===== config.mk =====
export PLATFORM = sky130hd
export DESIGN_NAME = mc_register_sequencer
export DESIGN_NICKNAME = d
export VERILOG_FILES = /design/src/rtl/mc_ctrl_pkg.sv /design/src/rtl/mc_mem_watchdog.sv /design/src/rtl/mc_register_sequencer.sv
export SDC_FILE = /design/constraint.sdc
export NUM_CORES = 1
export LEC_CHECK = 0
export CORE_AREA = 2 2 58 60
export CTS_CLUSTER_SIZE = 25
export DETAILED_ROUTE_END_ITERATION = 16
export DIE_AREA = 0 0 60 62
export DONT_BUFFER_PORTS = 1
export GPL_ROUTABILITY_DRIVEN = 1
export PLACE_DENSITY_LB_ADDON = 0.1
export SLEW_MARGIN = 20
export SYNTH_ARGS = -nofsm -noshare
export SYNTH_HDL_FRONTEND = slang
export SYNTH_SLANG_ARGS = --single-unit

===== constraint.sdc =====
create_clock -name CLK -period 2.15 [get_ports CLK]
set_input_delay 0.43 -clock CLK [delete_from_list [all_inputs] [get_ports CLK]]
set_output_delay 0.43 -clock CLK [all_outputs]
set_load 0.05 [all_outputs]

===== src/rtl/mc_ctrl_pkg.sv =====
`default_nettype none
// ============================================================================
// mc_ctrl_pkg : state, opcode and datapath-select encodings for the sequencer
// Revision    : 1.0
// ============================================================================
package mc_ctrl_pkg;

  localparam logic [3:0] ST_FETCH    = 4'd0;
  localparam logic [3:0] ST_DECODE   = 4'd1;
  localparam logic [3:0] ST_MEM_ADDR = 4'd2;
  localparam logic [3:0] ST_MEM_RD   = 4'd3;
  localparam logic [3:0] ST_MEM_WB   = 4'd4;
  localparam logic [3:0] ST_MEM_WR   = 4'd5;
  localparam logic [3:0] ST_EXEC     = 4'd6;
  localparam logic [3:0] ST_R_WB     = 4'd7;
  localparam logic [3:0] ST_BRANCH   = 4'd8;
  localparam logic [3:0] ST_JUMP     = 4'd9;
  localparam logic [3:0] ST_ADDI_EX  = 4'd10;
  localparam logic [3:0] ST_ADDI_WB  = 4'd11;

  typedef enum logic [3:0] {
    S_FETCH    = ST_FETCH,
    S_DECODE   = ST_DECODE,
    S_MEM_ADDR = ST_MEM_ADDR,
    S_MEM_RD   = ST_MEM_RD,
    S_MEM_WB   = ST_MEM_WB,
    S_MEM_WR   = ST_MEM_WR,
    S_EXEC     = ST_EXEC,
    S_R_WB     = ST_R_WB,
    S_BRANCH   = ST_BRANCH,
    S_JUMP     = ST_JUMP,
    S_ADDI_EX  = ST_ADDI_EX,
    S_ADDI_WB  = ST_ADDI_WB
  } state_e;

  localparam logic [5:0] OP_RTYPE = 6'b000000;
  localparam logic [5:0] OP_LW    = 6'b100011;
  localparam logic [5:0] OP_SW    = 6'b101011;
  localparam logic [5:0] OP_BEQ   = 6'b000100;
  localparam logic [5:0] OP_J     = 6'b000010;
  localparam logic [5:0] OP_ADDI  = 6'b001000;

  localparam logic [1:0] ASB_B       = 2'b00;
  localparam logic [1:0] ASB_FOUR    = 2'b01;
  localparam logic [1:0] ASB_IMM     = 2'b10;
  localparam logic [1:0] ASB_IMM_SL2 = 2'b11;

  localparam logic [1:0] ALU_ADD   = 2'b00;
  localparam logic [1:0] ALU_SUB   = 2'b01;
  localparam logic [1:0] ALU_FUNCT = 2'b10;

  localparam logic [1:0] PCS_ALU    = 2'b00;
  localparam logic [1:0] PCS_ALUOUT = 2'b01;
  localparam logic [1:0] PCS_JUMP   = 2'b10;

  function automatic logic is_known_op(input logic [5:0] op);
    return (op == OP_RTYPE) || (op == OP_LW) || (op == OP_SW) ||
           (op == OP_BEQ) || (op == OP_J) || (op == OP_ADDI);
  endfunction

endpackage
`default_nettype wire


===== src/rtl/mc_mem_watchdog.sv =====
`default_nettype none
// ============================================================================
// mc_mem_watchdog : counts stalled cycles of a memory access, flags timeout
// Revision        : 1.0
// ============================================================================
module mc_mem_watchdog #(
  parameter int TIMEOUT_CYCLES = 255,
  parameter int CNT_W          = 16
) (
  input  logic clk,
  input  logic rst,
  input  logic i_active,
  input  logic i_ready,
  input  logic i_clear,
  output logic o_timeout
);

  localparam logic [CNT_W-1:0] C_LAST = CNT_W'(TIMEOUT_CYCLES - 1);

  logic [CNT_W-1:0] count_q;
  logic [CNT_W-1:0] count_d;

  assign o_timeout = i_active && !i_ready && (count_q == C_LAST);

  // A timeout also restarts the count: an abort from FETCH stays in FETCH.
  always_comb begin
    count_d = count_q;
    if (!i_active || i_ready || i_clear || o_timeout) begin
      count_d = '0;
    end else begin
      count_d = count_q + 1'b1;
    end
  end

  always_ff @(posedge clk or posedge rst) begin
    if (rst) begin
      count_q <= '0;
    end else begin
      count_q <= count_d;
    end
  end

endmodule
`default_nettype wire


===== src/rtl/mc_register_sequencer.sv =====
`default_nettype none
// ============================================================================
// mc_register_sequencer : multicycle MIPS control FSM with memory watchdog
// Revision              : 1.0
// ============================================================================
module mc_register_sequencer
  import mc_ctrl_pkg::*;
#(
  parameter int TIMEOUT_CYCLES = 255,
  parameter int CNT_W          = 16
) (
  input  logic       CLK,
  input  logic       RST,
  input  logic [5:0] opcode,
  input  logic       zero,
  input  logic       mem_ready,
  output logic       pc_en,
  output logic       ir_en,
  output logic       mdr_en,
  output logic       ab_en,
  output logic       aluout_en,
  output logic       reg_write,
  output logic       mem_read,
  output logic       mem_write,
  output logic       iord,
  output logic       mem_to_reg,
  output logic       reg_dst,
  output logic       alu_src_a,
  output logic [1:0] alu_src_b,
  output logic [1:0] alu_op,
  output logic [1:0] pc_source,
  output logic       illegal_op,
  output logic       bus_error,
  output logic [3:0] state
);

  state_e state_q;
  state_e state_d;
  logic   wd_active;
  logic   wd_clear;
  logic   wd_timeout;

  assign wd_active = (state_q == S_FETCH) || (state_q == S_MEM_RD) ||
                     (state_q == S_MEM_WR);
  assign wd_clear  = (state_d != state_q);
  assign state     = state_q;

  mc_mem_watchdog #(
    .TIMEOUT_CYCLES (TIMEOUT_CYCLES),
    .CNT_W          (CNT_W)
  ) u_watchdog (
    .clk       (CLK),
    .rst       (RST),
    .i_active  (wd_active),
    .i_ready   (mem_ready),
    .i_clear   (wd_clear),
    .o_timeout (wd_timeout)
  );

  always_ff @(posedge CLK or posedge RST) begin
    if (RST) begin
      state_q <= S_FETCH;
    end else begin
      state_q <= state_d;
    end
  end

  always_comb begin
    state_d    = state_q;
    pc_en      = 1'b0;
    ir_en      = 1'b0;
    mdr_en     = 1'b0;
    ab_en      = 1'b0;
    aluout_en  = 1'b0;
    reg_write  = 1'b0;
    mem_read   = 1'b0;
    mem_write  = 1'b0;
    iord       = 1'b0;
    mem_to_reg = 1'b0;
    reg_dst    = 1'b0;
    alu_src_a  = 1'b0;
    alu_src_b  = ASB_B;
    alu_op     = ALU_ADD;
    pc_source  = PCS_ALU;
    illegal_op = 1'b0;
    bus_error  = 1'b0;

    case (state_q)
      S_FETCH: begin
        mem_read  = 1'b1;
        alu_src_b = ASB_FOUR;
        if (mem_ready) begin
          ir_en   = 1'b1;
          pc_en   = 1'b1;
          state_d = S_DECODE;
        end else if (wd_timeout) begin
          bus_error = 1'b1;
        end
      end
      S_DECODE: begin
        // An unknown opcode must not disturb A/B or ALUOut.
        alu_src_b = ASB_IMM_SL2;
        ab_en     = is_known_op(opcode);
        aluout_en = is_known_op(opcode);
        case (opcode)
          OP_RTYPE:     state_d = S_EXEC;
          OP_LW, OP_SW: state_d = S_MEM_ADDR;
          OP_BEQ:       state_d = S_BRANCH;
          OP_J:         state_d = S_JUMP;
          OP_ADDI:      state_d = S_ADDI_EX;
          default: begin
            illegal_op = 1'b1;
            state_d    = S_FETCH;
          end
        endcase
      end
      S_MEM_ADDR: begin
        alu_src_a = 1'b1;
        alu_src_b = ASB_IMM;
        aluout_en = 1'b1;
        state_d   = (opcode == OP_SW) ? S_MEM_WR : S_MEM_RD;
      end
      S_MEM_RD: begin
        mem_read = 1'b1;
        iord     = 1'b1;
        if (mem_ready) begin
          mdr_en  = 1'b1;
          state_d = S_MEM_WB;
        end else if (wd_timeout) begin
          bus_error = 1'b1;
          state_d   = S_FETCH;
        end
      end
      S_MEM_WB: begin
        reg_write  = 1'b1;
        mem_to_reg = 1'b1;
        state_d    = S_FETCH;
      end
      S_MEM_WR: begin
        mem_write = 1'b1;
        iord      = 1'b1;
        if (mem_ready) begin
          state_d = S_FETCH;
        end else if (wd_timeout) begin
          bus_error = 1'b1;
          state_d   = S_FETCH;
        end
      end
      S_EXEC: begin
        alu_src_a = 1'b1;
        alu_op    = ALU_FUNCT;
        aluout_en = 1'b1;
        state_d   = S_R_WB;
      end
      S_R_WB: begin
        reg_write = 1'b1;
        reg_dst   = 1'b1;
        state_d   = S_FETCH;
      end
      S_BRANCH: begin
        alu_src_a = 1'b1;
        alu_op    = ALU_SUB;
        pc_source = PCS_ALUOUT;
        pc_en     = zero;
        state_d   = S_FETCH;
      end
      S_JUMP: begin
        pc_source = PCS_JUMP;
        pc_en     = 1'b1;
        state_d   = S_FETCH;
      end
      S_ADDI_EX: begin
        alu_src_a = 1'b1;
        alu_src_b = ASB_IMM;
        aluout_en = 1'b1;
        state_d   = S_ADDI_WB;
      end
      S_ADDI_WB: begin
        reg_write = 1'b1;
        state_d   = S_FETCH;
      end
      default: state_d = S_FETCH;
    endcase

    // Reset is asynchronous, so strobes are masked for its whole duration.
    if (RST) begin
      pc_en      = 1'b0;
      ir_en      = 1'b0;
      mdr_en     = 1'b0;
      ab_en      = 1'b0;
      aluout_en  = 1'b0;
      reg_write  = 1'b0;
      mem_write  = 1'b0;
      illegal_op = 1'b0;
      bus_error  = 1'b0;
    end
  end

endmodule
`default_nettype wire


==> results.toml, run 1 <==
[power_and_ir_drop]
comb_power_share_pct = 64.8
power_frac_seq_pct = 21.1
power.density_nw_per_um2 = 1030
switching_share_pct = 46.9
power.share.clock_pct = 14.1
cellLeakagePower_nw = 0.834
netSwitchingPower_w = 0.00102
vdd_drop_max_uv = 455
p_int_w = 0.00115

[floorplan]
die_h_microns = 62
die_x_microns = 60
initial_core_util_pct = 46.2
dieArea_sq_um = 3720
core_sq_um = 3180
rows = 21
io_pins = 34

[layout]
diodes = 0
final_util_pct = 66.2
drive_above_1_share_pct = 45.5
final_cells = 255
area_delta_synth_final_pct = 43.5
final_area_sq_um = 2110
final_nets = 222

[drt]
firstDrtPassIters = 4
avgRoutedWirePerCell_microns = 14.6
wirelength_mm = 3.72
route.detailed.drc = 0
ant_nets = 0
dr.first_iter.drc_count = 63
vias = 1399
vias_per_cell = 5.49

[global_routing]
grt_use_met2_pct = 39.4
track_usage_pct = 20.9
antenna_found_initial = 0
grt_use_met3_pct = 2.07
grt_pass1_vias = 1327
grt_use_met1_pct = 23.5
grt_pass1_wl_mm = 5.79
grt-ovfl-total = 0
busiest_layer = "met2"
grt_max_degree = 21

[sta]
report.final.slew_viol_count = 0
rsz0062_at_grt = "true"
skew_ns = 0.00492
finalCritPeriodShare_pct = 99.5
worst_pin_slew_ns = 0.369
fmax_mhz = 467
relSlewSlack_pct = 75.4
finalSetupViolCount = 0
post-route-min-period_ns = 2.14
setup_tns_ns = 0
hold_violations = 0
whs_ns = 0.0598

[placement]
placed_cell_area_sq_um = 1930
portBuffers = 0
dp_hpwl_mm = 2.73
dp.cells = 242
routabilityCongestion = 0.826

[setup_path]
worst_path_max_delay_cell = "dfrtp_1"
path_cells = "ha_2 -> nor4b_4 -> nand4_2 -> nor2b_4 -> and2_4"
r2r_cells = 7
cp_max_fo = 5
reg2reg_slack_ns = 0.41
path_class = "reg -> out"
crit_path_max_incr_delay_ns = 0.43
arrival_ns = 1.71
crit_required_ns = 1.72
critPathLaunchType = "register"
endpoint_kind = "output port"

[logic_synthesis]
ys_types = 49
yosysWarnings = 0
synthFlopType = "dfrtp_1"
syn_area_per_cell_sq_um = 8.48
netlist.area_leader.share_pct = 34.1
synth_edf_count = 0
syn-cell-area_sq_um = 1470
synth-seq-cells = 20
synth.top_cells.by_area = "dfrtp_1 34%, nor2_1 6.1%, xnor2_1 6.0%, xor2_1 4.2%, nor2_2 3.8%"
synth_area_leader_cell = "dfrtp_1"
synth_nets = 185
ys_seq_area_share_pct = 34.1
netlist_instances = 173
async_flop_share_pct = 100

[clock_tree]
tritoncts = "done"
h-tree-depth = 1
clock_latency_ns = 0.30
cts_buffers = 3
hold_buffers = 0
cts_root_buf = "clkbuf_4"
path_clk_slew_ns = 0.12
clock_sinks = 20
cts.path.max_buffers = 2

[status]
status = "finished, final reports clean"

[hold_path]
hp-class = "in -> async"

[run]
maxCapViolCount = 0
==> metal layers <==
| metal | up-vias | part of all wire, % |
|---|---|---|
| met3 | 6 | 3.4 |
| met5 | - | 0 |
| met2 | 42 | 54 |
| met1 | 678 | 40 |
| li1 | 673 | - |
| met4 | 0 | 2.1 |
==> sequential cells by signal, summed over array words and instances, names as in the netlist <==
| signal | flops |
|---|---|
| state | 4 |
| u_watchdog.count_q | 16 |
==> final cells by class <==
class	instances	area [sq um]
fill	260	1070
multi-input combinational	139	1060
sequential	20	505
timing repair buffer	41	415
tap	46	57.6
clock inverter	1	30.0
clock buffer	3	22.5
inverter	5	18.8
==> cell usage after synthesis (5+ instances only) <==
library cell,instances
nor2_1,24
dfrtp_1,20
nand2_1,13
nor3_1,10
xnor2_1,10
nor2_2,9
nand3_1,8
xor2_1,7
inv_1,5
nand2b_1,5
nor4_1,5
o21ai_0,5
==> per-stage QoR <==
| step | power, W | worst slack [ns] |
|---|---|---|
| final | 0.00217 | 0.00975 |
| after CTS | 0.00214 | -0.0107 |
| after global routing | 0.00228 | -0.0799 |
| after detailed placement | 0.00176 | 0.199 |
| after global placement | 0.00174 | 0.233 |
| after floorplan | 0.00140 | -0.234 |
==> worst paths after layout <==
path	from	end
hold / removal	RST	u_watchdog.count_q[8]
hold reg to reg	u_watchdog.count_q[0]	u_watchdog.count_q[0]
max in group asynchronous	RST	state[2]
min in group CLK	opcode[2]	state[1]
setup / recovery	u_watchdog.count_q[1]	bus_error
setup reg to reg	u_watchdog.count_q[1]	u_watchdog.count_q[15]
==> cell usage in the layout (no fill, tap or decap), types with 2 or more instances in the layout <==
| cell type | n |
|---|---|
| dfrtp_1 | 16 |
| nor2_2 | 16 |
| nand2_1 | 13 |
| nor2b_1 | 2 |
| buf_6 | 2 |
| nor2_4 | 3 |
| buf_12 | 8 |
| nand4_1 | 3 |
| nand3_1 | 8 |
| nor3_2 | 4 |
| dfrtp_2 | 4 |
| inv_1 | 4 |
| nor3_4 | 2 |
| or3_4 | 2 |
| buf_4 | 31 |
| o21ai_0 | 5 |
| a21oi_2 | 2 |
| and4_1 | 2 |
| nor4_1 | 5 |
| nand3b_1 | 3 |
| clkbuf_4 | 3 |
| xor2_1 | 7 |
| nor2_1 | 15 |
| xnor2_1 | 10 |
| nor3_1 | 4 |
| nand2b_1 | 3 |
==> cells by family after synthesis <==
| group | share of synthesized area (%) |
|---|---|
| AND/OR/NAND/NOR | 38.5 |
| flip-flops | 34.1 |
| buffers and inverters | 5.37 |
| XOR/XNOR | 10.1 |
| adder cells (fa/ha/maj) | 2.39 |
| AO/OA/AOI/OAI | 9.46 |
==> worst max-delay path: cells and delay by family (launching register included) <==
| kind | cells | cell delay, ns |
|---|---|---|
| adder cells (fa/ha/maj) | 1 | 0.20 |
| flip-flops | 1 | 0.43 |
| AND/OR/NAND/NOR | 4 | 0.78 |
==> power groups by stage <==
| stage | sequential [W] | clock [W] | combinational [W] |
|---|---|---|---|
| global placement | 0.000474 | 0 | 0.00126 |
| finish | 0.000458 | 0.000304 | 0.00140 |
| detailed placement | 0.000477 | 0 | 0.00129 |
| global route | 0.000463 | 0.000325 | 0.00149 |
| floorplan | 0.000544 | 0 | 0.000852 |
| CTS | 0.000455 | 0.000313 | 0.00137 |
==> timing repair <==
action,CTS,global route
endpoints found under the setup margin,7,7
hold endpoints to repair,0,0
setup buffers,7,2
resized for setup,8,9
pin swaps,3,3
Power figures use the tool's default switching activity.
==> run 2: changes to the inputs <==
--- a/config.mk
+++ b/config.mk
@@ -12,6 +12,7 @@
 export DONT_BUFFER_PORTS = 1
 export GPL_ROUTABILITY_DRIVEN = 1
 export PLACE_DENSITY_LB_ADDON = 0.1
+export SKIP_CTS_REPAIR_TIMING = 1
 export SLEW_MARGIN = 20
 export SYNTH_ARGS = -nofsm -noshare
 export SYNTH_HDL_FRONTEND = slang
==> run 2 against run 1 <==
  * The flow now finishes with violations (setup timing)
  * First-iteration DRC count decreased by 3.2%
  * Register-to-register slack gained 0.10 ns
  * Combinational power about the same
  * Largest cell class unchanged
  * Largest power group unchanged
==> results.toml, run 2 (same netlist as run 1, synthesis figures left out) <==
[status]
status = "finished with violations"
violations = "setup timing"

[sta]
finalSetupViolCount = 2
report.final.slew_viol_count = 0
worst_pin_slew_ns = 0.376
relSlewSlack_pct = 74.9
rsz0062_at_grt = "true"
setup_ws_ns = -0.0389
post-route-min-period_ns = 2.19
whs_ns = 0.0612
fmax_mhz = 457
setup_tns_ns = -0.0690
hold_violations = 0
skew_ns = 0.00770
finalCritPeriodShare_pct = 102

[power_and_ir_drop]
cellLeakagePower_nw = 0.826
vdd_drop_max_uv = 457
power.density_nw_per_um2 = 1030
total_power_w = 0.00213

[setup_path]
r2r_cells = 6
endpoint_kind = "output port"
arrival_ns = 1.76
critPathLaunchType = "register"
worst_path_max_delay_cell = "dfrtp_2"
cp_max_fo = 5
regToRegEndpoint = "u_watchdog.count_q[15]"
path_cells = "or3_1 -> a2111oi_4 -> buf_12"
cp_num_buf_inv = 1
reg2reg_slack_ns = 0.51
crit_path_max_incr_delay_ns = 0.47
path_delay_family = "flip-flops"
crit_required_ns = 1.72
path_class = "reg -> out"
r2r-start = "u_watchdog.count_q[1]"

[floorplan]
core_sq_um = 3180
io_pins = 34
die_x_microns = 60
die_h_microns = 62
initial_core_util_pct = 46.2
rows = 21
dieArea_sq_um = 3720

[clock_tree]
cts_root_buf = "clkbuf_4"
path_clk_slew_ns = 0.12
tritoncts = "done"
cts_buffers = 3
clock_latency_ns = 0.30
cts.path.max_buffers = 2
clock_sinks = 20
h-tree-depth = 1

[placement]
portBuffers = 0
routabilityCongestion = 0.826
dp.cells = 242
dp_hpwl_mm = 2.73

[global_routing]
grt_max_degree = 21
grt_pass1_vias = 1288
antenna_found_initial = 0
grt-ovfl-total = 0
grt_pass1_wl_mm = 5.54
track_usage_pct = 19.9

[run]
maxCapViolCount = 0

[drt]
vias = 1395
avgRoutedWirePerCell_microns = 14.5
vias_per_cell = 5.51
route.detailed.drc = 0
firstDrtPassIters = 5
ant_nets = 0
dr.first_iter.drc_count = 61
wirelength_mm = 3.67

[layout]
drive_above_1_share_pct = 43.5
most-common-layout-cells = "29 x buf_4, 16 x nor2_2, 16 x dfrtp_1, 15 x nor2_1, 13 x nand2_1"
area_delta_synth_final_pct = 41.3
final_util_pct = 65.2
layout_commonest_cell = "buf_4"
regMostFlops = "u_watchdog.count_q"
final_cells = 253
final_nets = 220
diodes = 0
n_fill_cell = 266
largest_reg_flops = 16

[hold_path]
hp-class = "in -> async"
-- run 2: changes by cell type in the layout (fill, tap and decap cells not counted), sizes merged --
cell,previous run,this run
buf,41,39
-- run 2: per-stage QoR --
step	setup slack, ns	cell area [sq um]
after floorplan	-0.234	1600
after global placement	0.233	1930
after detailed placement	0.199	1930
after CTS	-0.153	1980
after global routing	-0.102	2070
final	-0.0389	2070
-- run 2: how the worst max path moves through the flow --
stage                          startpoint   endpoint  cells after the start
floorplan                        state[0]      pc_en                      3
global placement    u_watchdog.count_q[0]  bus_error                      6
detailed placement               state[2]  bus_error                      4
CTS                              state[3]  bus_error                      4
global route                     state[3]      pc_en                      3
finish                           state[0]      pc_en                      3
-- run 2: metal layers --
metal  part of all wire (%)  vias to the layer above  global-route usage (%)
li1                       -                      672                       -
met1                     41                      667                    22.4
met2                     53                       48                    37.4
met3                    4.0                        8                    2.07
met4                    2.5                        0                    9.52
met5                      0                        -                       0
-- run 2: cell type report --
type                    count  area, sq um  share of cell area [%]
inverters                   5         18.8                   0.905
repair buffers             39          400                    19.3
well taps                  46         57.6                    2.77
flip-flops and latches     20          505                    24.4
clock buffers               3         22.5                    1.09
multi-input cells         139         1040                    50.1
clock inverters             1         30.0                    1.45
-- run 2: worst reg2reg max path, stage by stage, from the launching register on --
cell     delay (ns)
dfrtp_1        0.42
ha_1           0.17
nor4b_2        0.25
nand4_2        0.19
buf_4          0.19
nand2_4        0.21
nor2_1         0.09
-- run 2: report_power, final --
group,leakage (nW),switching [W],internal (W)
sequential,0.270,0.0000424,0.000418
clock,0.0279,0.000114,0.000188
combinational,0.528,0.000851,0.000520
